[config.mk]
export PLATFORM = sky130hd
export DESIGN_NAME = max_stream_feeder_flat
export DESIGN_NICKNAME = d
export VERILOG_FILES = /design/src/rtl/max_stream_feeder_pkg.sv /design/src/rtl/max_stream_feeder_if.sv /design/src/rtl/max_stream_feeder_buf.sv /design/src/rtl/max_stream_feeder.sv /design/src/flat_wrapper.sv
export SDC_FILE = /design/constraint.sdc
export NUM_CORES = 1
export LEC_CHECK = 0
export BUFFER_PORTS_ARGS = -buffer_cell sky130_fd_sc_hd__buf_4
export CAP_MARGIN = 10
export CORE_MARGIN = 2
export CORE_UTILIZATION = 55
export CTS_CLUSTER_DIAMETER = 200
export DETAILED_ROUTE_END_ITERATION = 7
export GPL_TIMING_DRIVEN = 0
export PLACE_DENSITY = 0.73
export SLEW_MARGIN = 20
export SYNTH_ARGS = -nofsm -noshare
export SYNTH_HDL_FRONTEND = slang
export SYNTH_SLANG_ARGS = --single-unit
[constraint.sdc]
create_clock -name clk -period 8.7 [get_ports clk]
set_input_delay 0 -clock clk [delete_from_list [all_inputs] [get_ports clk]]
set_output_delay 0 -clock clk [all_outputs]
set_load 0.01 [all_outputs]
[src/rtl/max_stream_feeder_pkg.sv]
// Shared types and constants for the maxAccelerator stream feeder.
package max_pkg;

  localparam int DATA_W = 32;
  localparam int FRAC_W = 16;

  // Q16.16 reference values (two's complement).
  localparam logic [DATA_W-1:0] Q_ZERO = 32'h0000_0000;
  localparam logic [DATA_W-1:0] Q_MIN  = 32'h8000_0000;

  typedef enum logic [1:0] {
    IDLE   = 2'd0,
    STREAM = 2'd1,
    FLUSH  = 2'd2,
    DONE   = 2'd3
  } state_t;

endpackage

[src/rtl/max_stream_feeder_if.sv]
// Feeder-to-accelerator link.
// Handshake: the accelerator has no backpressure; every cycle with
// acc_valid=1 carries exactly one word on acc_data that the accelerator
// consumes. acc_data holds its last value while acc_valid=0. acc_result is
// the accelerator's running max, read by the feeder after the flush period.
interface max_stream_feeder_if #(
  parameter int DATA_W = 32
);
  logic [DATA_W-1:0] acc_data;
  logic              acc_valid;
  logic [DATA_W-1:0] acc_result;

  modport master (output acc_data, output acc_valid, input acc_result);
  modport slave  (input acc_data, input acc_valid, output acc_result);
endinterface

[src/rtl/max_stream_feeder_buf.sv]
// Vector buffer: DEPTH x DATA_W register file, one write port and one
// registered read port whose output holds when no read is requested.
module feeder_buf #(
  parameter int DATA_W = 32,
  parameter int DEPTH  = 16,
  parameter int AW     = $clog2(DEPTH)
) (
  input  logic              clk,
  input  logic              reset,
  input  logic              wr_en,
  input  logic [AW-1:0]     wr_addr,
  input  logic [DATA_W-1:0] wr_data,
  input  logic              rd_en,
  input  logic [AW-1:0]     rd_addr,
  output logic [DATA_W-1:0] rd_data
);

  logic [DATA_W-1:0] mem [DEPTH];
  logic [DATA_W-1:0] rd_data_q;
  logic [DATA_W-1:0] rd_data_d;

  // Storage array is not reset; only written words are ever read back.
  always_ff @(posedge clk) begin
    if (wr_en) mem[wr_addr] <= wr_data;
  end

  // Next read value: new word on a read, otherwise hold.
  always_comb begin
    rd_data_d = rd_data_q;
    if (rd_en) rd_data_d = mem[rd_addr];
  end

  // Registered read port.
  always_ff @(posedge clk) begin
    if (reset) rd_data_q <= '0;
    else       rd_data_q <= rd_data_d;
  end

  assign rd_data = rd_data_q;

endmodule

[src/rtl/max_stream_feeder.sv]
// Stream source for maxAccelerator: buffers a host-loaded vector, bursts it
// out on start, waits FLUSH_CYCLES and captures the accelerator's max.
module max_stream_feeder
  import max_pkg::*;
#(
  parameter int DATA_W       = max_pkg::DATA_W,
  parameter int DEPTH        = 16,
  parameter int FLUSH_CYCLES = 2,
  parameter int CW           = $clog2(DEPTH + 1)
) (
  input  logic              clk,
  input  logic              reset,
  input  logic              wr_en,
  input  logic [DATA_W-1:0] wr_data,
  input  logic              start,
  input  logic              clear,
  output logic              busy,
  output logic              done,
  output logic              err,
  output logic [CW-1:0]     count,
  output logic [DATA_W-1:0] result,
  output state_t            dbg_state,
  max_stream_feeder_if.master acc
);

  localparam int AW = $clog2(DEPTH);
  localparam int FW = (FLUSH_CYCLES > 1) ? $clog2(FLUSH_CYCLES) : 1;

  state_t            state_q, state_d;
  logic [CW-1:0]     count_q, count_d;
  logic [CW-1:0]     rd_idx_q, rd_idx_d;
  logic [FW-1:0]     flush_q, flush_d;
  logic              valid_q, valid_d;
  logic              busy_q, busy_d;
  logic              done_q, done_d;
  logic              err_q, err_d;
  logic [DATA_W-1:0] result_q, result_d;

  logic              buf_wr;
  logic              buf_rd;
  logic [AW-1:0]     buf_rd_addr;
  logic [DATA_W-1:0] buf_rd_data;

  feeder_buf #(.DATA_W(DATA_W), .DEPTH(DEPTH), .AW(AW)) u_buf (
    .clk     (clk),
    .reset   (reset),
    .wr_en   (buf_wr),
    .wr_addr (count_q[AW-1:0]),
    .wr_data (wr_data),
    .rd_en   (buf_rd),
    .rd_addr (buf_rd_addr),
    .rd_data (buf_rd_data)
  );

  // Command decode, burst sequencing and flush timing; clear beats wr_en beats start.
  always_comb begin
    state_d     = state_q;
    count_d     = count_q;
    rd_idx_d    = rd_idx_q;
    flush_d     = flush_q;
    valid_d     = 1'b0;
    err_d       = 1'b0;
    result_d    = result_q;
    buf_wr      = 1'b0;
    buf_rd      = 1'b0;
    buf_rd_addr = rd_idx_q[AW-1:0];
    case (state_q)
      IDLE, DONE: begin
        if (clear) begin
          state_d = IDLE;
          count_d = '0;
        end else if (wr_en) begin
          if (count_q < CW'(DEPTH)) begin
            buf_wr  = 1'b1;
            count_d = count_q + CW'(1);
          end else begin
            err_d = 1'b1;
          end
          if (start) err_d = 1'b1;
        end else if (start) begin
          if (count_q != '0) begin
            state_d     = STREAM;
            buf_rd      = 1'b1;
            buf_rd_addr = '0;
            rd_idx_d    = CW'(1);
            valid_d     = 1'b1;
          end else begin
            err_d = 1'b1;
          end
        end
      end
      STREAM: begin
        if (clear) begin
          state_d  = IDLE;
          count_d  = '0;
          rd_idx_d = '0;
        end else begin
          if (wr_en || start) err_d = 1'b1;
          if (rd_idx_q < count_q) begin
            buf_rd   = 1'b1;
            rd_idx_d = rd_idx_q + CW'(1);
            valid_d  = 1'b1;
          end else begin
            state_d  = FLUSH;
            rd_idx_d = '0;
            flush_d  = '0;
          end
        end
      end
      FLUSH: begin
        if (clear) begin
          state_d = IDLE;
          count_d = '0;
          flush_d = '0;
        end else begin
          if (wr_en || start) err_d = 1'b1;
          if (flush_q == FW'(FLUSH_CYCLES - 1)) begin
            result_d = acc.acc_result;
            state_d  = DONE;
            flush_d  = '0;
          end else begin
            flush_d = flush_q + FW'(1);
          end
        end
      end
      default: state_d = IDLE;
    endcase
    busy_d = (state_d == STREAM) || (state_d == FLUSH);
    done_d = (state_d == DONE);
  end

  // State, counters and registered outputs.
  always_ff @(posedge clk) begin
    if (reset) begin
      state_q  <= IDLE;
      count_q  <= '0;
      rd_idx_q <= '0;
      flush_q  <= '0;
      valid_q  <= 1'b0;
      busy_q   <= 1'b0;
      done_q   <= 1'b0;
      err_q    <= 1'b0;
      result_q <= Q_ZERO;
    end else begin
      state_q  <= state_d;
      count_q  <= count_d;
      rd_idx_q <= rd_idx_d;
      flush_q  <= flush_d;
      valid_q  <= valid_d;
      busy_q   <= busy_d;
      done_q   <= done_d;
      err_q    <= err_d;
      result_q <= result_d;
    end
  end

  assign busy          = busy_q;
  assign done          = done_q;
  assign err           = err_q;
  assign count         = count_q;
  assign result        = result_q;
  assign dbg_state     = state_q;
  assign acc.acc_data  = buf_rd_data;
  assign acc.acc_valid = valid_q;

endmodule

[src/flat_wrapper.sv]
// flat-port wrapper written by rule: the top's interface ports become plain ports
module max_stream_feeder_flat import max_pkg::*;
#(
  parameter int DATA_W       = max_pkg::DATA_W,
  parameter int DEPTH        = 16,
  parameter int FLUSH_CYCLES = 2,
  parameter int CW           = $clog2(DEPTH + 1)
)
  (clk, reset, wr_en, wr_data, start, clear, busy, done, err, count, result, dbg_state, acc_acc_data, acc_acc_valid, acc_acc_result);
  max_stream_feeder_if #(.DATA_W(DATA_W)) acc_i ();
  input  logic clk;
  input  logic reset;
  input  logic wr_en;
  input  logic [DATA_W-1:0] wr_data;
  input  logic start;
  input  logic clear;
  output logic busy;
  output logic done;
  output logic err;
  output logic [CW-1:0] count;
  output logic [DATA_W-1:0] result;
  output state_t dbg_state;
  output wire logic [$bits(acc_i.acc_data)-1:0] acc_acc_data;
  output wire logic [$bits(acc_i.acc_valid)-1:0] acc_acc_valid;
  input wire logic [$bits(acc_i.acc_result)-1:0] acc_acc_result;
  assign acc_acc_data = acc_i.acc_data;
  assign acc_acc_valid = acc_i.acc_valid;
  assign acc_i.acc_result = acc_acc_result;
  max_stream_feeder #(.DATA_W(DATA_W), .DEPTH(DEPTH), .FLUSH_CYCLES(FLUSH_CYCLES), .CW(CW)) u_core (.clk(clk), .reset(reset), .wr_en(wr_en), .wr_data(wr_data), .start(start), .clear(clear), .busy(busy), .done(done), .err(err), .count(count), .result(result), .dbg_state(dbg_state), .acc(acc_i));
endmodule
# Yosys cells after proc, flatten, opt, wreduce, memory -nomap -nowiden
# Memory sizes are Yosys's and may differ from the RTL's. A register that Yosys moved wholly into a read port is not among the register bits.
# Cells that the tools add are included.
# totals
reg_bits,49
ramBits,512
in_bits,69
output_inout_bits,75
word_cells,96
memories,1
# classes
addsub,3
magnitude_cmp,2
n_eq_ne,15
mux,53
n_bitwise,1
n_reduce_logical,12
# mem_list
name,depth,width,read_ports,rd_clocked_by_memory_dff,write_ports,line_no,rtl
u_core.u_buf.mem,16,32,1,1,1,max_stream_feeder_buf.sv:18,logic [DATA_W-1:0] mem [DEPTH];
# ops
operator,count
5-bit 2-to-1 mux,10
1-bit 2-to-1 mux,24
4-bit 2-to-1 mux,5
5-bit case mux with 2 select lines,2
2-bit 2-to-1 mux,8
"5-bit by 1-bit adder with 5-bit output, second input constant",2
"2-bit != test, second input constant",5
3-bit AND reduction,3
"2-bit == test, second input constant",4
1-bit case mux with 2 select lines,3
2-bit case mux with 3 select lines,1
5-bit < comparator,1
"5-bit < comparator, second input constant",1
5-bit AND reduction,1
5-bit nonzero test,1
"2-bit by 1-bit == test with 1-bit output, second input constant",2
"2-bit by 1-bit != test with 1-bit output, second input constant",2
2-bit nonzero test,2
2-bit OR reduction,2
"3-bit by 2-bit != test with 1-bit output, second input constant",1
"3-bit != test, second input constant",1
2-bit logical NOT,1
1-bit logical OR,2
"1-bit adder, second input constant",1
1-bit NOT,1

# Longest topological paths before layout
# Gate-level depths: netlist of the first run.
# depth
depth_word,8
ltp_mapped,11

# Modules after synthesis
# From an unflattened synthesis of the first run, not the netlist that was laid out.
# hier_totals
cells_unflattened,1483
area_unflattened_um2,23097.2
# modules_own_cells
module,n_inst,cells_per_inst,area_each_um2,seq_area_each_um2
feeder_buf,1,1216,20948.8,16015.4
max_stream_feeder,1,267,2148.3,980.9

# Worst setup path before layout of the first run
# Ideal clock, no wire load.
# synth_timing
kind,register -> register
start,"register u_core.state_q[0], in the netlist u_core.dbg_state[0]"
end,memory u_core.u_buf.mem[3][0] (enable)
arrival_ps,3481
required_time_ps,8239
path_slack_ps,4758
path_stages_with_launch,7
synth_period_minus_slack_ps,3942
path_cell_list,dfxtp_1 inv_1 ha_1 nand3_1 nor2_1 nand2_1 nor3_1
# synth_via
elab_chain_cells,5
elab_cells_between_ends,6
classes_between,eq/ne: 1; mux: 3; reduce/logical: 2
# synth_rtl
item,line_no,rtl
"start, declared",max_stream_feeder.sv:29,"state_t state_q, state_d;"
"start signal, assigned",max_stream_feeder.sv:145,state_q <= state_d;
2-bit == test or 2-bit logical NOT (tied branches),max_stream_feeder.sv:67,case (state_q)
2-bit OR reduction *,max_stream_feeder.sv:67,
1-bit 2-to-1 mux *,max_stream_feeder.sv:67,
1-bit 2-to-1 mux *,max_stream_feeder_buf.sv:24,if (wr_en) mem[wr_addr] <= wr_data;
1-bit 2-to-1 mux (not written as such) *,max_stream_feeder_buf.sv:24,
"end, declared",max_stream_feeder_buf.sv:18,
# Mark *: on every way between the ends. The rest lies on a longest branch, timed or not.

# Worst setup path after layout of the first run
# layout_timing
start,"register u_core.state_q[0], in the netlist u_core.dbg_state[0]"
end,"register u_core.u_buf.rd_data_q[9], in the netlist u_core.u_buf.rd_data[9] (read register of u_core.u_buf.mem)"
# layout_via
elab_chain_cells,3
elab_cells_between_ends,6
classes_between,eq/ne: 2; mux: 2; reduce/logical: 2
# layout_rtl
item,line_no,rtl
2-bit == test or 2-bit logical NOT (tied branches),max_stream_feeder.sv:67,
2-bit OR reduction,max_stream_feeder.sv:67,
1-bit case mux with 2 select lines or 4-bit 2-to-1 mux (tied branches),max_stream_feeder.sv:67,
"end, declared",max_stream_feeder_buf.sv:19,logic [DATA_W-1:0] rd_data_q;
# Several ways; a longest one is shown, not always the timed one.
# A chain may end at the register's enable or synchronous reset.

==> impl_metrics.yaml, run 1 <==
power_and_ir_drop:
  finalPower_w: 0.00567
  ir_drop_mv: 0.129
  cellPowerDensity_nw_per_um2: 198
  power.switching_w: 0.00117
  comb_power_share_pct: 3.3
  clkPwrFrac_pct: 42.0
  intPower_w: 0.00450
  share_seq_of_total_power_pct: 54.7
  swShare_pct: 20.7
  p_leak_nw: 9.36
logic_synthesis:
  synth_cell_types: 51
  synth_mux_area_share_pct: 5.99
  synthArstFlopShare_pct: 0
  postSynth.topFlopCell: "edfxtp_1"
  synth_top_family_by_area: "compound AO/OA/AOI/OAI gates"
  synth_compound_area_share_pct: 11.4
  synth_xor_area_share_pct: 0.0736
  synth-simple-area-share_pct: 7.90
  syn_inst: 1650
  ys_warn_count: 0
  synth-seq-cells: 593
  synth-adder-area-share_pct: 0.631
  ys_seq_area_share_pct: 71.4
  syn_area_um2: 23800
  synth_fp_nets: 1731
  synth.avg_cell_area_um2: 14.4
  synth_edf_count: 512
clock_tree:
  clock_latency_ns: 0.62
  clock-sinks: 593
  htree_levels: 2
  cts_tree: "built"
  cts_resized: 0
  clk_pin_slew_ns: 0.07
  cts-root-buf: "clkbuf_16"
  cts_max_path_buffers: 3
  cts_made_buffers: 57
floorplanning:
  fp.dieH_um: 212
  rows: 76
  die_area_um2: 44900
  io_pins: 144
  start_util_pct: 55.5
  dieWidth_um: 212
  fp.coreArea_um2: 42900
hold_path:
  hold_class: "input port to register"
critical_path:
  crit_buf_inv: 4
  required_ns: 9.16
  worst-path-max-fanout: 10
  start_kind: "register"
  arrival_ns: 3.84
  crit_path_top_delay_cell: "clkbuf_1"
  critPathTopFamily: "buffers and inverters"
  critPathMaxStageDelay_ns: 0.64
  cp_cell_sequence: "inv_1 -> ha_1 -> nor4bb_1 -> buf_2 -> nand2_4 -> buf_6 -> nand2_2 -> clkbuf_1 -> o22ai_1 -> a21oi_1 -> a211oi_2"
  crit_type: "register to register"
  endpoint_kind: "register"
grt:
  grt_pass1_vias: 15782
  grt_pass1_wl_um: 94300
  antenna_found_initial: 2
  grt_max_degree: 21
  grt_use_total_pct: 28.7
  grt_overflow: 0
timing:
  fin_ws_ns: 5.32
  relSlewSlack_pct: 32.5
  min_period_ns: 3.38
  rsz0062_at_grt: "no"
  setup-tns-final_ns: 0
  tightest_slew_ns: 1.01
  fin_crit_sh_pct: 38.9
  slew_violations: 0
  hold_viol: 0
  finalSetupViolCount: 0
  fmax_ghz: 0.296
  skew_ns: 0.0252
routing:
  dr.first_iter.drc_count: 1822
  drt-wirelength-per-cell_um: 24.8
  drc: 0
  final_antenna_net_count: 0
  vias_per_cell: 6.12
  vias: 15842
  first_pass_iters: 5
  wl_um: 64200
placed_design:
  place.gp.congestion: 0.824
  io_buffers: 142
  place_worst_setup_slack_ns: 5.47
  hpwl_um: 41800
  dp_cells: 2408
layout:
  final_cell_count_no_fill: 2587
  drive_gt1_share_pct: 21.3
  fin_util_pct: 66.9
  nets: 2032
  areaGrowthSynthToFinish_pct: 20.6
job:
  cap_violations: 0
status:
  status: "finished clean"
==> Yosys cell counts, drive strengths merged (2+ instances only) <==
cell / instances / area, µm²
nor3b: 3 / 33.8
nand2b: 2 / 12.5
or2: 2 / 12.5
nor3: 5 / 25.0
mux4: 33 / 743
dfxtp: 81 / 1620
mux2: 33 / 372
and3: 33 / 206
a31oi: 62 / 388
clkbuf: 83 / 312
o21ai: 70 / 350
and2: 3 / 21.3
a21o: 2 / 15.0
mux2i: 31 / 310
or3: 2 / 12.5
inv: 13 / 48.8
o22ai: 32 / 200
ha: 12 / 150
xnor2: 2 / 17.5
o221ai: 32 / 280
edfxtp: 512 / 15400
nand2: 149 / 569
buf: 41 / 250
nor2b: 70 / 438
nor2: 83 / 312
a211oi: 66 / 646
nand3: 36 / 180
a21oi: 142 / 752
nand4: 2 / 12.5
==> worst register-to-register path, stage by stage, from the launching register on <==
cell	delay (ns)
dfxtp_1	0.43
inv_1	0.08
ha_1	0.40
nor4bb_1	0.31
buf_2	0.32
nand2_4	0.12
buf_6	0.17
nand2_2	0.14
clkbuf_1	0.65
o22ai_1	0.23
a21oi_1	0.27
a211oi_2	0.11
==> cell families (layout without fill, tap and decap cells) <==
family          count (synthesis)  in the layout
flops                         593            593
compound gates                415            415
simple gates                  394            394
buf+inv                       137            486
mux                            97             97
fa+ha+maj                      12             12
xor+xnor                        2              2
other cells                     0              3
==> final timing paths <==
path / startpoint / endpoint / slack [ns] / cells after the start
worst min-delay path: acc_acc_result[28] / u_core.result[28] / 0.17 / 4
worst max-delay path: u_core.dbg_state[0] / u_core.u_buf.rd_data[9] / 5.32 / 11
worst min register to register: u_core.result[5] / u_core.result[5] / 0.46 / 2
worst max register to register: u_core.dbg_state[0] / u_core.u_buf.rd_data[9] / 5.32 / 11
==> per-stage QoR <==
stage	hold WS (ns)	cell area, µm²
after CTS	0.171	28700
final	0.173	28700
after detailed placement	0.261	26200
after global placement	0.255	25600
after global routing	0.189	28700
after floorplan	0.0989	23800
==> power by group through the flow <==
stage               clock network (W)   logic, W  registers (W)
finish                        0.00238   0.000186        0.00310
CTS                           0.00240   0.000183        0.00310
global placement                    0   0.000149        0.00317
detailed placement                  0   0.000158        0.00317
floorplan                           0  0.0000606        0.00317
global route                  0.00250   0.000197        0.00310
==> repair_timing <==
item,in CTS,in global routing
hold buffers,69,0
setup buffers,0,0
hold endpoints to repair,554,0
endpoints found under the setup margin,0,0
==> layout make-up <==
cell class                      instances  area [µm²]
Buffer                                124         562
Clock inverter                         38         294
Tap cell                              585         732
Antenna cell                            3        7.51
Multi-Input combinational cell        920        6290
Timing Repair Buffer                  242        2270
Clock buffer                           69        1480
Sequential cell                       593       17000
Inverter                               13        48.8
Fill cell                            2956       14200
==> flip-flops by register name, summed over array words and instances, names as in the netlist <==
register / count
u_core.acc.acc_valid: 1
u_core.busy: 1
u_core.count: 5
u_core.dbg_state: 2
u_core.done: 1
u_core.err: 1
u_core.flush_q: 1
u_core.rd_idx_q: 5
u_core.result: 32
u_core.u_buf.mem: 512
u_core.u_buf.rd_data: 32
==> routing by layer <==
| layer | GRT usage (%) | share of wire, % |
|---|---|---|
| met2 | 47.0 | 48 |
| met5 | 0 | 0 |
| met3 | 5.95 | 10 |
| met1 | 37.2 | 38 |
| met4 | 13.1 | 4.5 |
==> cells in the final DEF, fill, tap and decap left out, types with 3 or more instances in the layout <==
cell	count
mux4_2	33
nor3_2	4
mux2_2	33
a211oi_2	30
a211oi_1	36
a21oi_1	131
buf_6	10
and3_1	33
clkinv_2	16
inv_1	13
bufinv_16	4
clkbuf_16	57
o22ai_1	32
diode_2	3
nand3_1	36
edfxtp_1	512
ha_1	12
a21oi_2	11
buf_4	159
o221ai_1	32
nand2_1	147
nor2_1	71
buf_16	12
clkinvlp_4	4
mux2i_1	31
dfxtp_1	81
buf_2	26
buf_1	5
clkbuf_1	94
clkinv_1	11
a31oi_1	62
dlygate4sd3_1	69
nor2_4	12
nor2b_1	70
o21ai_0	70
Power figures use the tool's default switching activity.
==> run 2: changes to the inputs <==
Clock period 8.7 ns to 3.45 ns, I/O delays scaled along.
==> run 2 against run 1 <==
Against the previous run: non-clock buffer count fell by 9; highest routed layer is now met5; sequential power rose to 2.5 times the previous value; clock skew shrank 0.013 ns; count of clock-buffer cells in the layout up 19; largest power group unchanged; critical path depth fell by 4; global-route usage fell by 0.30 points; worst hold slack improved by 0.021 ns; via count is 0.58% lower; sequential share of layout area fell by 0.11 points; sequential cell count stayed put; critical endpoint is now u_core.u_buf.rd_data[11]; register-to-register slack got worse by 5.2 ns; fmax increased by 1.1%.
==> impl_metrics.yaml, run 2 (synthesis results as in run 1) <==
routing:
  vias_per_cell: 6.11
  vias: 15750
  wl_um: 63300
  first_pass_iters: 6
  drt-wirelength-per-cell_um: 24.6
  drc: 0
  dr.first_iter.drc_count: 1830
  final_antenna_net_count: 0
layout:
  fin_util_pct: 67.0
  stdcell_area_um2: 28700
  antenna_cells: 0
  register_area_um2: 17000
  largest-register: "u_core.u_buf.mem"
  final_cell_mix: "512 x edfxtp_1, 147 x nand2_1, 145 x buf_4"
  nets: 2024
  largest_reg_flops: 512
  nFillCells: 2843
  drive_gt1_share_pct: 21.0
  areaGrowthSynthToFinish_pct: 20.8
  final_common_cell: "edfxtp_1"
  multi_input_area_um2: 6320
power_and_ir_drop:
  share_seq_of_total_power_pct: 54.5
  power.switching_w: 0.00290
  clkPwrFrac_pct: 42.3
  swShare_pct: 20.1
  p_leak_nw: 9.35
  ir_drop_mv: 0.387
  cellPowerDensity_nw_per_um2: 500
  comb_power_share_pct: 3.3
  intPower_w: 0.0115
timing:
  fin_crit_sh_pct: 97.0
  fin_ws_ns: 0.104
  finalSetupViolCount: 0
  relSlewSlack_pct: 27.9
  holdWs_ns: 0.194
  slew_violations: 0
  min_period_ns: 3.35
  skew_ns: 0.0124
  setup-tns-final_ns: 0
  hold_viol: 0
  tightest_slew_ns: 1.08
  fmax_ghz: 0.299
critical_path:
  reg2reg_slack_ns: 0.10
  arrival_ns: 3.80
  start_kind: "register"
  required_ns: 3.91
  r2r_end: "u_core.u_buf.rd_data[11]"
  reg2reg_from: "u_core.rd_idx_q[1]"
  crit_type: "register to register"
  r2r_cells: 7
  worst-path-max-fanout: 10
  endpoint_kind: "register"
clock_tree:
  cts-root-buf: "clkbuf_16"
  htree_levels: 2
  clock-sinks: 593
  clock_latency_ns: 0.61
  post_cts_buffers: 0
  clk_pin_slew_ns: 0.06
  cts_made_buffers: 58
  cts_tree: "built"
  cts_max_path_buffers: 3
floorplanning:
  fp.dieH_um: 212
  io_pins: 144
  fp.coreArea_um2: 42900
  start_util_pct: 55.5
  rows: 76
  die_area_um2: 44900
  dieWidth_um: 212
grt:
  grt_pass1_wl_um: 93600
  grt_use_total_pct: 28.4
  grt_pass1_vias: 15482
  grt_max_degree: 20
  grt_overflow: 0
  antenna_found_initial: 2
placed_design:
  placed_area_um2: 26200
  place_worst_setup_slack_ns: 0.174
  place.gp.congestion: 0.835
  hpwl_um: 41200
  io_buffers: 142
hold_path:
  hold_class: "input port to register"
  min_to: "u_core.result[15]"
  hold_depth: 4
  holdCritStartpoint: "acc_acc_result[15]"
status:
  status: "finished clean"
job:
  cap_violations: 0
run 2: changes by cell type in the layout (fill, tap and decap cells not counted), sizes merged:
cell | previous run | this run
clkbuf | 152 | 170
buf | 214 | 205
clkinv | 27 | 19
clkinvlp | 5 | 0
bufinv | 4 | 1
diode | 3 | 0
clkdlybuf4s15 | 0 | 1
inv | 15 | 14
run 2: what timing repair did:
| action | 4_1_cts | 5_1_grt |
|---|---|---|
| hold buffers | 69 | 0 |
| setup endpoints to repair | 0 | 10 |
| gates resized for setup | 0 | 10 |
| endpoints found under the hold margin | 554 | 0 |
run 2: stage by stage:
| stage | power (W) | instances |
|---|---|---|
| 5_1_grt | 0.0147 | 2577 |
| 2_1_floorplan | 0.00814 | 1650 |
| 4_1_cts | 0.0144 | 2577 |
| 3_3_place_gp | 0.00836 | 2377 |
| 6_report | 0.0144 | 2577 |
| 3_5_place_dp | 0.00838 | 2399 |
run 2: how the worst max path moves through the flow:
stage / start / to / slack (ns) / cells after the start
finish: u_core.rd_idx_q[1] / u_core.u_buf.rd_data[11] / 0.10 / 7
global route: u_core.rd_idx_q[1] / u_core.u_buf.rd_data[11] / -0.01 / 7
CTS: u_core.dbg_state[0] / u_core.u_buf.rd_data[19] / 0.11 / 11
detailed placement: u_core.dbg_state[0] / u_core.u_buf.rd_data[18] / 0.17 / 11
global placement: u_core.dbg_state[0] / u_core.u_buf.mem[10][11] / -1.34 / 6
floorplan: u_core.dbg_state[0] / u_core.u_buf.mem[15][0] / 0.36 / 6
run 2: cell type report:
cell class              count  area share (%)
clock inverters            21           0.444
clock buffers              88            5.97
repair buffers            233            7.74
multi-input cells         920            22.0
flip-flops and latches    593            59.2
well taps                 585            2.55
plain buffers             124            1.99
inverters                  13           0.170
run 2: layer usage:
metal  global-route usage, %  share of wire [%]  vias to the layer above
li1                        -                  -                     6923
met1                    37.5                 38                     7791
met2                    46.7                 48                      872
met3                    4.91                9.5                      162
met4                    12.6                3.9                        2
met5                       0              0.021                        -
run 2: worst max-delay path, stage by stage (launching register included):
cell and delay, ns:
dfxtp_1 0.67, buf_2 0.47, buf_2 0.46, buf_2 0.35, clkdlybuf4s15_1 0.71, o22ai_1 0.17, a21oi_1 0.26, a211oi_2 0.09
run 2: power groups by stage:
stage               clock network (W)  logic (W)  registers, W
finish                        0.00608   0.000469       0.00783
global route                  0.00639   0.000501       0.00783
CTS                           0.00612   0.000461       0.00783
detailed placement                  0   0.000396       0.00798
global placement                    0   0.000374       0.00798
floorplan                           0   0.000153       0.00799
==> run 3: changes to the inputs <==
Settings changed: PLACE_DENSITY 0.73 to 0.76.
Clock period 3.45 ns to 2.8 ns, I/O delays scaled along.
==> run 3 against run 2 <==
Against the previous run: clock power up 33%; largest power group unchanged; first-iteration DRC count rose by 20%; sequential power grew 23%; critical path depth is 4 higher; critical path type unchanged; via count up 2.2%; global-route usage increased by 0.61 points; combinational power is 29% higher; critical endpoint is now u_core.u_buf.rd_data[13].
==> impl_metrics.yaml, run 3 (synthesis results as in run 1) <==
status:
  status: "finished clean"
routing:
  first_pass_iters: 8
  vias_per_cell: 6.24
  drc: 0
  vias: 16099
  dr.first_iter.drc_count: 2195
  wl_um: 64900
  final_antenna_net_count: 0
  drt-wirelength-per-cell_um: 25.2
critical_path:
  crit_type: "register to register"
  worst-path-max-fanout: 10
  cp_cell_sequence: "inv_1 -> ha_1 -> or4b_4 -> buf_6 -> nand2_4 -> buf_6 -> nand3b_2 -> clkbuf_4 -> a31oi_2 -> a21oi_2 -> a211oi_2"
  arrival_ns: 3.28
  reg2reg_from: "u_core.count[1]"
  crit_path_start: "u_core.count[1]"
  crit_path_top_delay_cell: "or4b_4"
  start_kind: "register"
  crit_buf_inv: 4
  crit_top_cell: "buf_6"
  critPathMaxStageDelay_ns: 0.46
  endpoint_kind: "register"
  critPathTopFamily: "simple AND/OR/NAND/NOR gates"
  required_ns: 3.30
power_and_ir_drop:
  clkPwrFrac_pct: 44.0
  power.switching_w: 0.00367
  intPower_w: 0.0146
  comb_power_share_pct: 3.3
  swShare_pct: 20.1
  p_leak_nw: 9.63
  ir_drop_mv: 0.479
  cellPowerDensity_nw_per_um2: 627
  finalPower_w: 0.0183
  share_seq_of_total_power_pct: 52.7
floorplanning:
  rows: 76
  fp.dieH_um: 212
  io_pins: 144
  fp.coreArea_um2: 42900
  dieWidth_um: 212
  start_util_pct: 55.5
  die_area_um2: 44900
timing:
  relSlewSlack_pct: 37.1
  finalSetupViolCount: 0
  tightest_slew_ns: 0.943
  fin_crit_sh_pct: 99.4
  slew_violations: 0
  min_period_ns: 2.78
  hold_viol: 0
  fmax_ghz: 0.359
  skew_ns: 0.0346
layout:
  final_cell_mix: "512 x edfxtp_1, 159 x buf_4, 147 x nand2_1"
  largest-register: "u_core.u_buf.mem"
  areaGrowthSynthToFinish_pct: 22.7
  final_common_cell: "edfxtp_1"
  stdcell_area_um2: 29200
  largest_reg_flops: 512
  nets: 2028
  final_cell_count_no_fill: 2579
  drive_gt1_share_pct: 24.5
grt:
  grt_max_degree: 20
  grt_pass1_wl_um: 96100
  grt_use_total_pct: 29.0
  antenna_found_initial: 2
  grt_pass1_vias: 16135
  grt_overflow: 0
hold_path:
  holdCritStartpoint: "acc_acc_result[26]"
  hold_class: "input port to register"
placed_design:
  io_buffers: 142
  placed_area_um2: 26200
  place.gp.congestion: 0.840
  dp_cells: 2398
  hpwl_um: 41400
clock_tree:
  cts_made_buffers: 56
  cts-root-buf: "clkbuf_16"
  clock_latency_ns: 0.62
  cts_tree: "built"
  clk_pin_slew_ns: 0.07
  htree_levels: 2
  clock-sinks: 593
  cts_max_path_buffers: 3
job:
  cap_violations: 0
-- run 3: cell count changes in the layout (fill, tap and decap cells not counted), moves of 6 or more --
cell       before  now
clkbuf_1       95   55
clkbuf_2        3   28
buf_4         145  159
buf_2          26   13
clkbuf_4        0   11
bufinv_16       1   10
clkbuf_8       13    7
clkinv_1        8    2
-- run 3: path summary, 6_finish.rpt --
| path | cells past startpoint | end | slack [ns] |
|---|---|---|---|
| max | 11 | u_core.u_buf.rd_data[13] | 0.02 |
| min | 4 | u_core.result[26] | 0.18 |
| max reg2reg | 11 | u_core.u_buf.rd_data[13] | 0.02 |
| min reg2reg | 2 | u_core.result[26] | 0.46 |
-- run 3: layer usage --
metal / vias up / track usage (%) / wire length [µm]
met3: 216 / 5.64 / 6920
met2: 1092 / 48.5 / 31500
met1: 7863 / 36.5 / 23500
met5: - / 0 / 0
met4: 0 / 14.2 / 2960
li1: 6928 / - / -
-- run 3: timing repair --
action / CTS / global route
buffers inserted: 2 / 5
resized for setup: 47 / 78
endpoints found under the hold margin: 554 / 0
gates cloned: 0 / 0
setup endpoints to repair: 95 / 257
hold buffers: 69 / 0
pin swaps: 3 / 5
-- run 3: worst register-to-register path, stage by stage, from the launching register on --
cell and delay (ns):
dfxtp_2 0.36, inv_1 0.14, ha_1 0.18, or4b_4 0.46
buf_6 0.17, nand2_4 0.12, buf_6 0.18, nand3b_2 0.25
clkbuf_4 0.31, a31oi_2 0.21, a21oi_2 0.07, a211oi_2 0.22
-- run 3: final cells by class --
type	instances	area (µm²)
fillers	2755	13700
multi-input cells	920	6420
clock buffers	75	1530
repair buffers	239	2330
inverters	13	48.8
diodes	1	2.50
clock inverters	29	418
well taps	585	732
plain buffers	124	709
flip-flops and latches	593	17000
-- run 3: metrics by stage --
stage / util (%) / hold WS (ns) / worst slack, ns / TNS, ns
2_1_floorplan: - / 0.0989 / -0.286 / -126.61
3_3_place_gp: 59.7 / 0.250 / -1.94 / -856.86
3_5_place_dp: 61.1 / 0.261 / -0.430 / -10.96
4_1_cts: 67.5 / 0.169 / -0.00229 / -0.00229
5_1_grt: 68.1 / 0.205 / -0.0519 / -0.228
6_report: 68.1 / 0.177 / 0.0174 / 0
-- run 3: power by group through the flow --
stage / registers [W] / logic [W] / clock network (W)
3_5_place_dp: 0.00984 / 0.000498 / 0
4_1_cts: 0.00965 / 0.000583 / 0.00809
3_3_place_gp: 0.00984 / 0.000461 / 0
2_1_floorplan: 0.00984 / 0.000189 / 0
6_report: 0.00965 / 0.000605 / 0.00806
5_1_grt: 0.00965 / 0.000639 / 0.00843
